$ cat config.mk
export PLATFORM = sky130hd
export DESIGN_NAME = snn_cfg_loader
export DESIGN_NICKNAME = d
export VERILOG_FILES = /design/src/rtl/snn_cfg_pkg.sv /design/src/rtl/snn_cfg_loader.sv
export SDC_FILE = /design/constraint.sdc
export NUM_CORES = 1
export LEC_CHECK = 0
export BUFFER_PORTS_ARGS = -buffer_cell sky130_fd_sc_hd__buf_2
export CAP_MARGIN = 20
export CORE_MARGIN = 2
export CORE_UTILIZATION = 40
export CTS_BUF_LIST = sky130_fd_sc_hd__clkbuf_8
export CTS_CLUSTER_SIZE = 14
export DETAILED_ROUTE_END_ITERATION = 10
export GPL_TIMING_DRIVEN = 0
export SLEW_MARGIN = 25
export SYNTH_ARGS = -nofsm -noshare
export SYNTH_HDL_FRONTEND = slang
export SYNTH_SLANG_ARGS = --single-unit
$ cat constraint.sdc
create_clock -name clk -period 4.9 [get_ports clk]
set_clock_uncertainty 0.1 [all_clocks]
set_input_delay 0.98 -clock clk [delete_from_list [all_inputs] [get_ports clk]]
set_output_delay 0.98 -clock clk [all_outputs]
set_load 0.005 [all_outputs]
$ cat src/rtl/snn_cfg_pkg.sv
// snn_cfg_pkg: shared constants, header layout and FSM encoding for the SNN parameter loader.
package snn_cfg_pkg;
   localparam int DEPTH = 125;
   localparam int AW = 7;
   localparam int DW = 8;
   localparam int HDR_RD_BIT = 7;
   localparam int HDR_ADDR_MSB = 6;
   localparam int HDR_ADDR_LSB = 0;
   // Parameter memory regions: weights, then neuron thresholds, then config bytes.
   localparam logic [AW-1:0] WEIGHT_BASE = 7'd0;
   localparam logic [AW-1:0] THRESH_BASE = 7'd100;
   localparam logic [AW-1:0] CONFIG_BASE = 7'd116;
   typedef enum logic [2:0] {S_IDLE, S_LEN, S_DATA, S_DISCARD, S_DONE} state_t;
endpackage

$ cat src/rtl/snn_cfg_loader.sv
// snn_cfg_loader: turns framed byte bursts into bounds-checked, auto-incrementing writes to the parameter memory.
module snn_cfg_loader #(
   parameter int DEPTH = snn_cfg_pkg::DEPTH,
   parameter int AW = snn_cfg_pkg::AW,
   parameter int DW = snn_cfg_pkg::DW
) (
   input  logic          clk,
   input  logic          reset,
   input  logic          abort,
   input  logic [DW-1:0] rx_data,
   input  logic          rx_valid,
   output logic          rx_ready,
   output logic [DW-1:0] mem_data_in,
   output logic [AW-1:0] mem_addr,
   output logic          mem_write_enable,
   output logic          busy,
   output logic          done,
   output logic          err,
   output logic          loaded
);
   import snn_cfg_pkg::*;
   state_t state, state_nx;
   logic [AW-1:0] start, addr;
   logic [7:0] remaining;
   logic [8:0] frame_end;
   logic acc, bad_len;
   assign rx_ready = !reset && !abort && state != S_DONE;
   assign acc = rx_valid && rx_ready;
   assign busy = state != S_IDLE;
   assign done = state == S_DONE;
   // Nine bits so S + 255 cannot overflow before the bounds compare.
   assign frame_end = 9'(start) + 9'(rx_data);
   assign bad_len = frame_end > 9'(DEPTH) || 9'(start) >= 9'(DEPTH);
   always_comb begin
      state_nx = state;
      case (state)
         S_IDLE:    state_nx = acc && !rx_data[HDR_RD_BIT] ? S_LEN : S_IDLE;
         S_LEN:     if (acc) state_nx = rx_data == '0 ? S_DONE : bad_len ? S_DISCARD : S_DATA;
         S_DATA:    if (acc && remaining == 8'd1) state_nx = S_DONE;
         S_DISCARD: if (acc && remaining == 8'd1) state_nx = S_IDLE;
         default:   state_nx = S_IDLE;
      endcase
      if (abort) state_nx = S_IDLE;
   end
   always_ff @(posedge clk or posedge reset) begin
      if (reset) begin
         state <= S_IDLE;
         start <= '0;
         addr <= '0;
         remaining <= '0;
         mem_addr <= '0;
         mem_data_in <= '0;
         mem_write_enable <= 1'b0;
         err <= 1'b0;
         loaded <= 1'b0;
      end else begin
         state <= state_nx;
         mem_write_enable <= acc && state == S_DATA;
         if (state == S_DONE) loaded <= 1'b1;
         if (acc) begin
            case (state)
               S_IDLE: begin
                  err <= rx_data[HDR_RD_BIT];
                  if (!rx_data[HDR_RD_BIT]) start <= rx_data[HDR_ADDR_MSB:HDR_ADDR_LSB];
               end
               S_LEN: begin
                  remaining <= rx_data;
                  addr <= start;
                  if (rx_data != '0 && bad_len) err <= 1'b1;
               end
               S_DATA: begin
                  mem_addr <= addr;
                  mem_data_in <= rx_data;
                  addr <= addr + 1'b1;
                  remaining <= remaining - 8'd1;
               end
               S_DISCARD: remaining <= remaining - 8'd1;
               default: ;
            endcase
         end
      end
   end
endmodule

==> metrics, run 1 <==
total number of H-tree levels=2; CP Max Fanout=5; leakage=0.00142 uW; worst setup path class=input pin to flop; Total GRT Usage=0.180; Synth area leader=dfrtp_1; Peak VDD IR=138 uV; Max clock buf depth=2; Slew Limit Headroom=0.593; FMAX=353 MHz; syn_nets=296; count leader, synth=nand2_1; unrepaired setup endpoints after global routing=false; global route overflow=0; Top Layer Used=met4; Post-CTS Hold Fix Bufs=0; wl on met1=2.80 mm; Async S/R FF share, synth=1.00; fraction of layout cells with a size suffix above 1=0.197; Finished Layout Cells=389; die width=81.9 microns; drt wl/cell=14.3 microns; via count=2,078; pre-CTS setup slack=1760 ps; post-route ant nets=0; Synth top area share=0.443; total CTS buffers=5; Layout Utilization=0.478; largest stage delay on the critical path=470 ps; post-layout min period=2830 ps; nature of the critical path startpoint=input pin; syn_area_per_cell=8.89 sq um; Final setup viols=0; cts repair resizes=0; Via density=5.34; EDFF count, synth=0; max_cap viols=0; clock sink count=43; Pwr Density=381 nW/um^2; vias in the first global route=1,912; sequential fraction of the synthesis area=0.443; fin worst setup slack=2070 ps; met3 routed WL=189 microns; Die Y=81.9 microns; CTS tree=done; Critical Path Start=rx_data[0]; Final Hold Vio Count=0; synth unique cells=48; Critical Path Sink=err$_DFFE_PP0P_; outcome=complete, no violations; CTS root buffer=clkbuf_8; diode count=0; Initial Utilization=0.412; register bit total from synthesis=43; synthesized cell area=2430 sq um; worst min path class=flop to flop; Synth area leaders=dfrtp_1 (44%), nand2_1 (7.9%), ha_1 (5.2%); Port Buffers=32; initial antenna violation count=0; Main synth FF type=dfrtp_1; reg2reg setup slack=2460 ps; FP Rows=28; Pwr Total=1070 uW; clock transition at the registers of the reported paths=90 ps; actual slew at the worst max-slew pin=609 ps; most instantiated cells after synthesis=nand2_1 (51), dfrtp_1 (43), nor2_1 (23); Routability Congestion=0.871; RR Endpoint=err$_DFFE_PP0P_; Worst-Skew Late Latency=300 ps; DRC=0; Final nets=336; core region area=5890 sq um; Post-Syn Instances=273; DR pass1 iterations=4; area grow syn2layout=15.9%; Worst EP arrival=2960 ps; postcts setup bufs=0; drt first-iter violations=145; slowest CP cell=or4_1; CP endpoint kind=flop; Final Slew Violations=0; Die Area=6710 sq um; pin count of the biggest net entering global routing=31; io pins=33; Final period util=0.579; placed cells=381; worst r2r src=start[0]$_DFFE_PP0P_; Setup TNS=0 ps; Routed WL=5.57 mm; Yosys warning count=0; FF-to-FF path depth=8; DP HPWL=4.10 mm; crit path cell chain=buf_2, ha_1, inv_1, fa_1, xor2_1, or4_1, nor3_1, o21ai_1, a21oi_1; DR WL met2=2.51 mm; first-pass GRT wire length=9.32 mm; Worst EP required=5030 ps
[per-layer routing]
metal / GRT usage / up-vias
li1: - / 1038
met1: 0.253 / 983
met2: 0.285 / 51
met3: 0.0297 / 6
met4: 0.0550 / 0
met5: 0 / -
[worst max-delay path, delay by kind of cell]
kind                       cells  cell delay (ps)
buffers and inverters          2              190
and+or+nand+nor                2              730
AOI/OAI and AO/OA              2              310
adders and majority gates      2              570
xor gates and xnor gates       1              170
[registers in the layout (all words and copies together), names as in the netlist]
signal / count
mem_addr: 7
err: 1
start: 7
mem_data_in: 8
state: 3
remaining: 8
mem_write_enable: 1
loaded: 1
addr: 7
[report_power, final]
group          internal, uW  leakage (uW)  switching (uW)
clock                   152     0.0000581             128
sequential              425      0.000562            75.2
combinational           140      0.000800             152
total                   717       0.00142             355
[logic make-up after synthesis]
family                   count (synthesis)  synth area share
AO/OA/AOI/OAI                           70             0.170
adder cells (fa/ha/maj)                 11            0.0598
multiplexers                             8            0.0454
flip-flops                              43             0.443
buffers and inverters                   21            0.0371
XOR/XNOR                                 5            0.0180
AND/OR/NAND/NOR                        115             0.227
[area by class of cell]
cell class,count,area (sq um)
clock inverters,3,43.8
multi-input cells,209,1260
plain buffers,9,45.0
repair buffers,33,180
clock buffers,5,68.8
inverters,12,45.0
flip-flops and latches,43,1080
fillers,592,3070
well taps,75,93.8
[placed cells by master, fill, tap and decap left out, types with 3 or more instances in the layout]
cell type / netlist / final
nor3_1: 9 / 9
o21ai_1: 16 / 16
mux2_4: 6 / 6
nand2_1: 51 / 51
nor2b_1: 3 / 3
clkbuf_8: 0 / 5
buf_2: 3 / 35
a21o_1: 4 / 4
and3_1: 4 / 4
a21oi_1: 19 / 19
nor2_1: 23 / 23
clkbuf_1: 4 / 4
inv_1: 11 / 10
nor4_1: 4 / 4
xnor2_1: 3 / 3
o21ai_0: 12 / 12
ha_1: 10 / 10
nand2b_1: 5 / 5
a31oi_1: 3 / 3
dfrtp_1: 43 / 43
nor3b_1: 3 / 3
a211oi_1: 3 / 3
[worst min-delay path by stage]
stage                     slack [ps]                      end  cells past startpoint               startpoint
after floorplan                  360  mem_addr[6]$_DFFE_PP0P_                      2      addr[6]$_DFFE_PP0P_
after global placement           350       loaded$_DFFE_PP0P_                      1       loaded$_DFFE_PP0P_
after detailed placement         360       loaded$_DFFE_PP0P_                      1       loaded$_DFFE_PP0P_
after CTS                        380       loaded$_DFFE_PP0P_                      1       loaded$_DFFE_PP0P_
after global routing             400  mem_addr[2]$_DFFE_PP0P_                      2  mem_addr[2]$_DFFE_PP0P_
final                            370       loaded$_DFFE_PP0P_                      1       loaded$_DFFE_PP0P_
[stage by stage]
| stage | instance area [sq um] | hold slack (ps) |
|---|---|---|
| finish | 2810 | 370 |
| global placement | 2680 | 350 |
| detailed placement | 2700 | 355 |
| global route | 2810 | 403 |
| CTS | 2810 | 375 |
| floorplan | 2430 | 362 |
Power figures use the tool's default switching activity.
==> run 2: changes to the inputs <==
--- a/config.mk
+++ b/config.mk
@@ -5,6 +5,7 @@
 export SDC_FILE = /design/constraint.sdc
 export NUM_CORES = 1
 export LEC_CHECK = 0
+export ABC_AREA = 1
 export BUFFER_PORTS_ARGS = -buffer_cell sky130_fd_sc_hd__buf_2
 export CAP_MARGIN = 20
 export CORE_MARGIN = 2
==> constraint.sdc (replaced) <==
create_clock -name clk -period 2.92 [get_ports clk]
set_clock_uncertainty 0.1 [all_clocks]
set_input_delay 0.584 -clock clk [delete_from_list [all_inputs] [get_ports clk]]
set_output_delay 0.584 -clock clk [all_outputs]
set_load 0.005 [all_outputs]
==> metrics, run 2 <==
unrepaired setup endpoints after global routing=false; Post-CTS Hold Fix Bufs=0; fraction of layout cells with a size suffix above 1=0.190; total CTS buffers=5; syn_area_per_cell=7.75 sq um; sequential fraction of the synthesis area=0.423; CTS tree=done; count leader, synth=nand2_1; Pwr Density=664 nW/um^2; Max clock buf depth=2; synth unique cells=38; postcts setup bufs=0; most common cell type on the critical path=nand2_1; die width=83.7 microns; leakage=0.00153 uW; Post-Syn Instances=328; global route overflow=0; Die Area=7010 sq um; initial antenna violation count=0; FF-to-FF path depth=15; synthesized cell area=2540 sq um; pre-CTS setup slack=413 ps; total number of H-tree levels=2; area grow syn2layout=14.3%; reg2reg setup slack=740 ps; slowest CP cell=dfrtp_1; fin worst setup slack=739 ps; grt met1 use=0.255; CP endpoint kind=flop; diode count=0; Total GRT Usage=0.185; Yosys warning count=0; pin count of the biggest net entering global routing=31; outcome=complete, no violations; Via density=5.01; RR Endpoint=err$_DFFE_PP0P_; register bit total from synthesis=43; CTS root buffer=clkbuf_8; Regs by FF count=mem_data_in x8, remaining x8; post-route ant nets=0; largest stage delay on the critical path=400 ps; clock transition at the registers of the reported paths=80 ps; cts repair resizes=0; worst min path class=input pin to async pin; Final setup viols=0; Main synth FF type=dfrtp_1; Worst EP required=3010 ps; Worst-Skew Late Latency=300 ps; syn_nets=351; Final Hold Vio Count=0; via count=2,231; Synth top area share=0.423; Worst Path Buf+Inv=2; drt wl/cell=13.8 microns; DRC=0; clock sink count=43; max_cap viols=0; drt first-iter violations=97; Initial Utilization=0.407; most instantiated cells after synthesis=nand2_1 (81), dfrtp_1 (43), inv_1 (43); worst setup path class=flop to flop; Peak VDD IR=362 uV; nature of the critical path startpoint=flop; most frequent cells in the layout=nand2_1 (81), dfrtp_1 (43), inv_1 (42); Worst EP arrival=2270 ps; CP Max Fanout=3; Async S/R FF share, synth=1.00; Slew Limit Headroom=0.694; Worst path top cell family by delay=simple AND/OR/NAND/NOR gates; Die Y=83.7 microns; most crowded layer after global routing=met2; Final nets=391; Port Buffers=32; EDFF count, synth=0; commonest non-fill, non-tap cell in the layout=nand2_1; post-layout min period=2180 ps; DP HPWL=4.73 mm; Routability Congestion=0.862; FMAX=459 MHz; crit path cell chain=ha_1, inv_1, fa_1, inv_1, nand2_1, nor2_1, nand3_1, nor2_1, nand2_1, nand3_1, nand2_1, nand2_1, nand2_1, nand2_1, nand2_1; Synth area leaders=dfrtp_1 (42%), nand2_1 (12%), inv_1 (6.3%); DR pass1 iterations=4; worst r2r src=start[0]$_DFFE_PP0P_; Synth area leader=dfrtp_1; Routed WL=6.14 mm; core region area=6240 sq um; GR Layer Usage met3=0.0396; met2 global-route usage=0.303; FP Rows=29; first-pass GRT wire length=10.3 mm; Final Slew Violations=0; vias in the first global route=2,126; io pins=33; Setup TNS=0 ps; actual slew at the worst max-slew pin=454 ps; Final period util=0.747
## run 2: cell count changes after synthesis, sizes merged, moves of 8 or more
cell   previous run  this run
o21ai            28        49
nand2            51        83
nand3             3        18
a21oi            21        13
inv              12        50
## run 2: area by class of cell
type	count	area, sq um
inverter	50	190
clock inverter	1	5.00
multi-input combinational	228	1230
timing repair buffer	33	180
fill	683	3330
sequential	43	1080
clock buffer	6	82.6
buffer	7	46.3
tap	77	96.3
## run 2: logic make-up (layout without fill, tap and decap cells)
group | Yosys count | in the layout | share of synthesized area
adders and majority gates | 11 | 11 | 0.0571
and+or+nand+nor | 142 | 142 | 0.253
xor gates and xnor gates | 2 | 2 | 0.00689
buffers and inverters | 57 | 97 | 0.0930
DFF | 43 | 43 | 0.423
AOI/OAI and AO/OA | 73 | 73 | 0.167
## run 2: how the worst max path moves through the flow
stage,startpoint,to,depth (start not counted)
floorplan,rx_data[0],err$_DFFE_PP0P_,15
detailed placement,rx_data[1],err$_DFFE_PP0P_,17
global placement,rx_data[1],err$_DFFE_PP0P_,17
finish,start[0]$_DFFE_PP0P_,err$_DFFE_PP0P_,15
CTS,rx_data[1],err$_DFFE_PP0P_,17
global route,start[0]$_DFFE_PP0P_,err$_DFFE_PP0P_,15
## run 2: routing by layer
| metal | vias to the layer above | routed length (microns) |
|---|---|---|
| li1 | 1141 | - |
| met1 | 1038 | 2930 |
| met2 | 48 | 2890 |
| met3 | 4 | 287 |
| met4 | 0 | 29 |
| met5 | - | 0 |
## run 2: through the flow
| step | util | power [uW] | hold slack [ps] | instance area [sq um] | instances |
|---|---|---|---|---|---|
| after floorplan | - | 1340 | 364 | 2540 | 328 |
| after global placement | 0.448 | 1520 | 350 | 2800 | 437 |
| after detailed placement | 0.452 | 1550 | 354 | 2820 | 438 |
| after CTS | 0.466 | 1950 | 163 | 2910 | 445 |
| after global routing | 0.466 | 2090 | 171 | 2910 | 445 |
| final | 0.466 | 1930 | 161 | 2910 | 445 |
## run 2: power breakdown
group | internal [uW] | switching [uW]
registers | 753 | 116
logic | 269 | 397
clock network | 186 | 210
==> run 3: changes to the inputs <==
--- a/config.mk
+++ b/config.mk
@@ -5,7 +5,7 @@
 export SDC_FILE = /design/constraint.sdc
 export NUM_CORES = 1
 export LEC_CHECK = 0
-export ABC_AREA = 1
+export ABC_AREA = 0
 export BUFFER_PORTS_ARGS = -buffer_cell sky130_fd_sc_hd__buf_2
 export CAP_MARGIN = 20
 export CORE_MARGIN = 2
==> constraint.sdc (replaced) <==
create_clock -name clk -period 1.9 [get_ports clk]
set_clock_uncertainty 0.1 [all_clocks]
set_input_delay 0.38 -clock clk [delete_from_list [all_inputs] [get_ports clk]]
set_output_delay 0.38 -clock clk [all_outputs]
set_load 0.005 [all_outputs]
==> metrics, run 3 (synthesized netlist as in run 1, its figures left out) <==
Total GRT Usage=0.198; unrepaired setup endpoints after global routing=true; Worst EP arrival=2210 ps; DP HPWL=4.01 mm; die width=81.9 microns; fin area=2960 sq um; Regs by FF count=mem_data_in x8, remaining x8; placed cells=380; clock sink count=43; post-route ant nets=0; drt first-iter violations=66; via count=2,107; Max clock buf depth=2; post-layout min period=2080 ps; Pwr Density=919 nW/um^2; # fillers=572; Worst EP required=2030 ps; CP endpoint kind=flop; DRC=0; Initial Utilization=0.412; Final Slew Violations=0; FP Rows=28; commonest non-fill, non-tap cell in the layout=nand2_1; Final Hold Vio Count=0; CTS root buffer=clkbuf_8; global route overflow=0; CP Max Fanout=2; drt wl/cell=15.0 microns; Layout Utilization=0.503; diode count=0; Final nets=344; Final setup viols=2; leakage=0.00144 uW; Post-CTS Hold Fix Bufs=0; Peak VDD IR=458 uV; FMAX=482 MHz; fin worst setup slack=-175 ps; Die Area=6710 sq um; worst setup path class=flop to flop; first-pass GRT wire length=10.0 mm; Slew Limit Headroom=0.574; worst min path class=input pin to async pin; outcome=complete, but fails checks; pin count of the biggest net entering global routing=23; failing checks=negative setup slack; io pins=33; Routed WL=5.97 mm; area of the multi-input gates=1350 sq um; area grow syn2layout=22.1%; Worst-Skew Late Latency=300 ps; nature of the critical path startpoint=flop; DR pass1 iterations=4; total CTS buffers=5; Final period util=1.09; total number of H-tree levels=2; DP Area=2740 sq um; clock transition at the registers of the reported paths=90 ps; Port Buffers=32; initial antenna violation count=0; core region area=5890 sq um; vias in the first global route=2,010; CTS tree=done; Die Y=81.9 microns; Finished Layout Cells=397; max_cap viols=0; Via density=5.31; fraction of layout cells with a size suffix above 1=0.276; flip-flop and latch area=1080 sq um; actual slew at the worst max-slew pin=635 ps; Routability Congestion=0.885; most frequent cells in the layout=nand2_1 (51), dfrtp_1 (43), buf_2 (35)
## run 3: cell count changes in the layout (fill, tap and decap cells not counted), moves of 6 or more
cell     change
inv_1       -33
o21ai_1     -13
nand2_1     -30
buf_4        +7
o21ai_0      -9
mux2_4       +6
nand3_1     -15
## run 3: metrics by stage
stage	setup TNS, ps	worst slack [ps]	hold slack [ps]	total power, uW
4_1_cts	-472	-274	87.8	2710
5_1_grt	-544	-299	19.4	2940
3_5_place_dp	-14320	-723	357	2070
3_3_place_gp	-14200	-725	348	2050
6_report	-301	-175	4.83	2720
2_1_floorplan	-1350	-117	282	1840
## run 3: cell type report
cell class,instances,area share
multi-input cells,209,0.455
flip-flops and latches,43,0.363
repair buffers,40,0.0785
well taps,75,0.0317
clock buffers,5,0.0232
plain buffers,8,0.0211
inverters,12,0.0165
clock inverters,3,0.00676
repair inverters,2,0.00422
## run 3: layer usage
| layer | up-vias | routed length, microns | part of all wire | global-route usage |
|---|---|---|---|---|
| met5 | - | 0 | 0 | 0 |
| met4 | 0 | 91 | 0.015 | 0.0733 |
| met3 | 7 | 203 | 0.034 | 0.0319 |
| met2 | 39 | 2680 | 0.45 | 0.301 |
| met1 | 1008 | 2990 | 0.50 | 0.285 |
| li1 | 1053 | - | - | - |
## run 3: worst max-delay path, cell delays in order (launching register included)
cell     delay (ps)
dfrtp_1         400
ha_2            190
inv_2            50
fa_2            410
or4_1           480
nor3_2          170
o21ai_2         100
a21oi_2         110
## run 3: power breakdown
group          total (uW)  internal, uW  switching (uW)
combinational         840           416             424
sequential           1290          1100             193
clock                 595           256             339
## run 3: final timing paths
kind / start / endpoint / slack [ps] / cells past startpoint
min in group clk: rx_data[0] / remaining[0]$_DFFE_PP0P_ / 260 / 3
max in group asynchronous: reset / mem_data_in[6]$_DFFE_PP0P_ / 1250 / 2
hold reg to reg: mem_addr[2]$_DFFE_PP0P_ / mem_addr[2]$_DFFE_PP0P_ / 370 / 2
hold / removal: reset / state[2]$_DFFE_PP0P_ / 5 / 2
setup / recovery: start[0]$_DFFE_PP0P_ / err$_DFFE_PP0P_ / -180 / 7
setup reg to reg: start[0]$_DFFE_PP0P_ / err$_DFFE_PP0P_ / -180 / 7
## run 3: what timing repair did
action,CTS,global route
buffers inserted,5,3
resized for setup,6,8
gates cloned,1,1
endpoints found under the setup margin,36,27
pin swaps,5,3
hold endpoints to repair,0,0
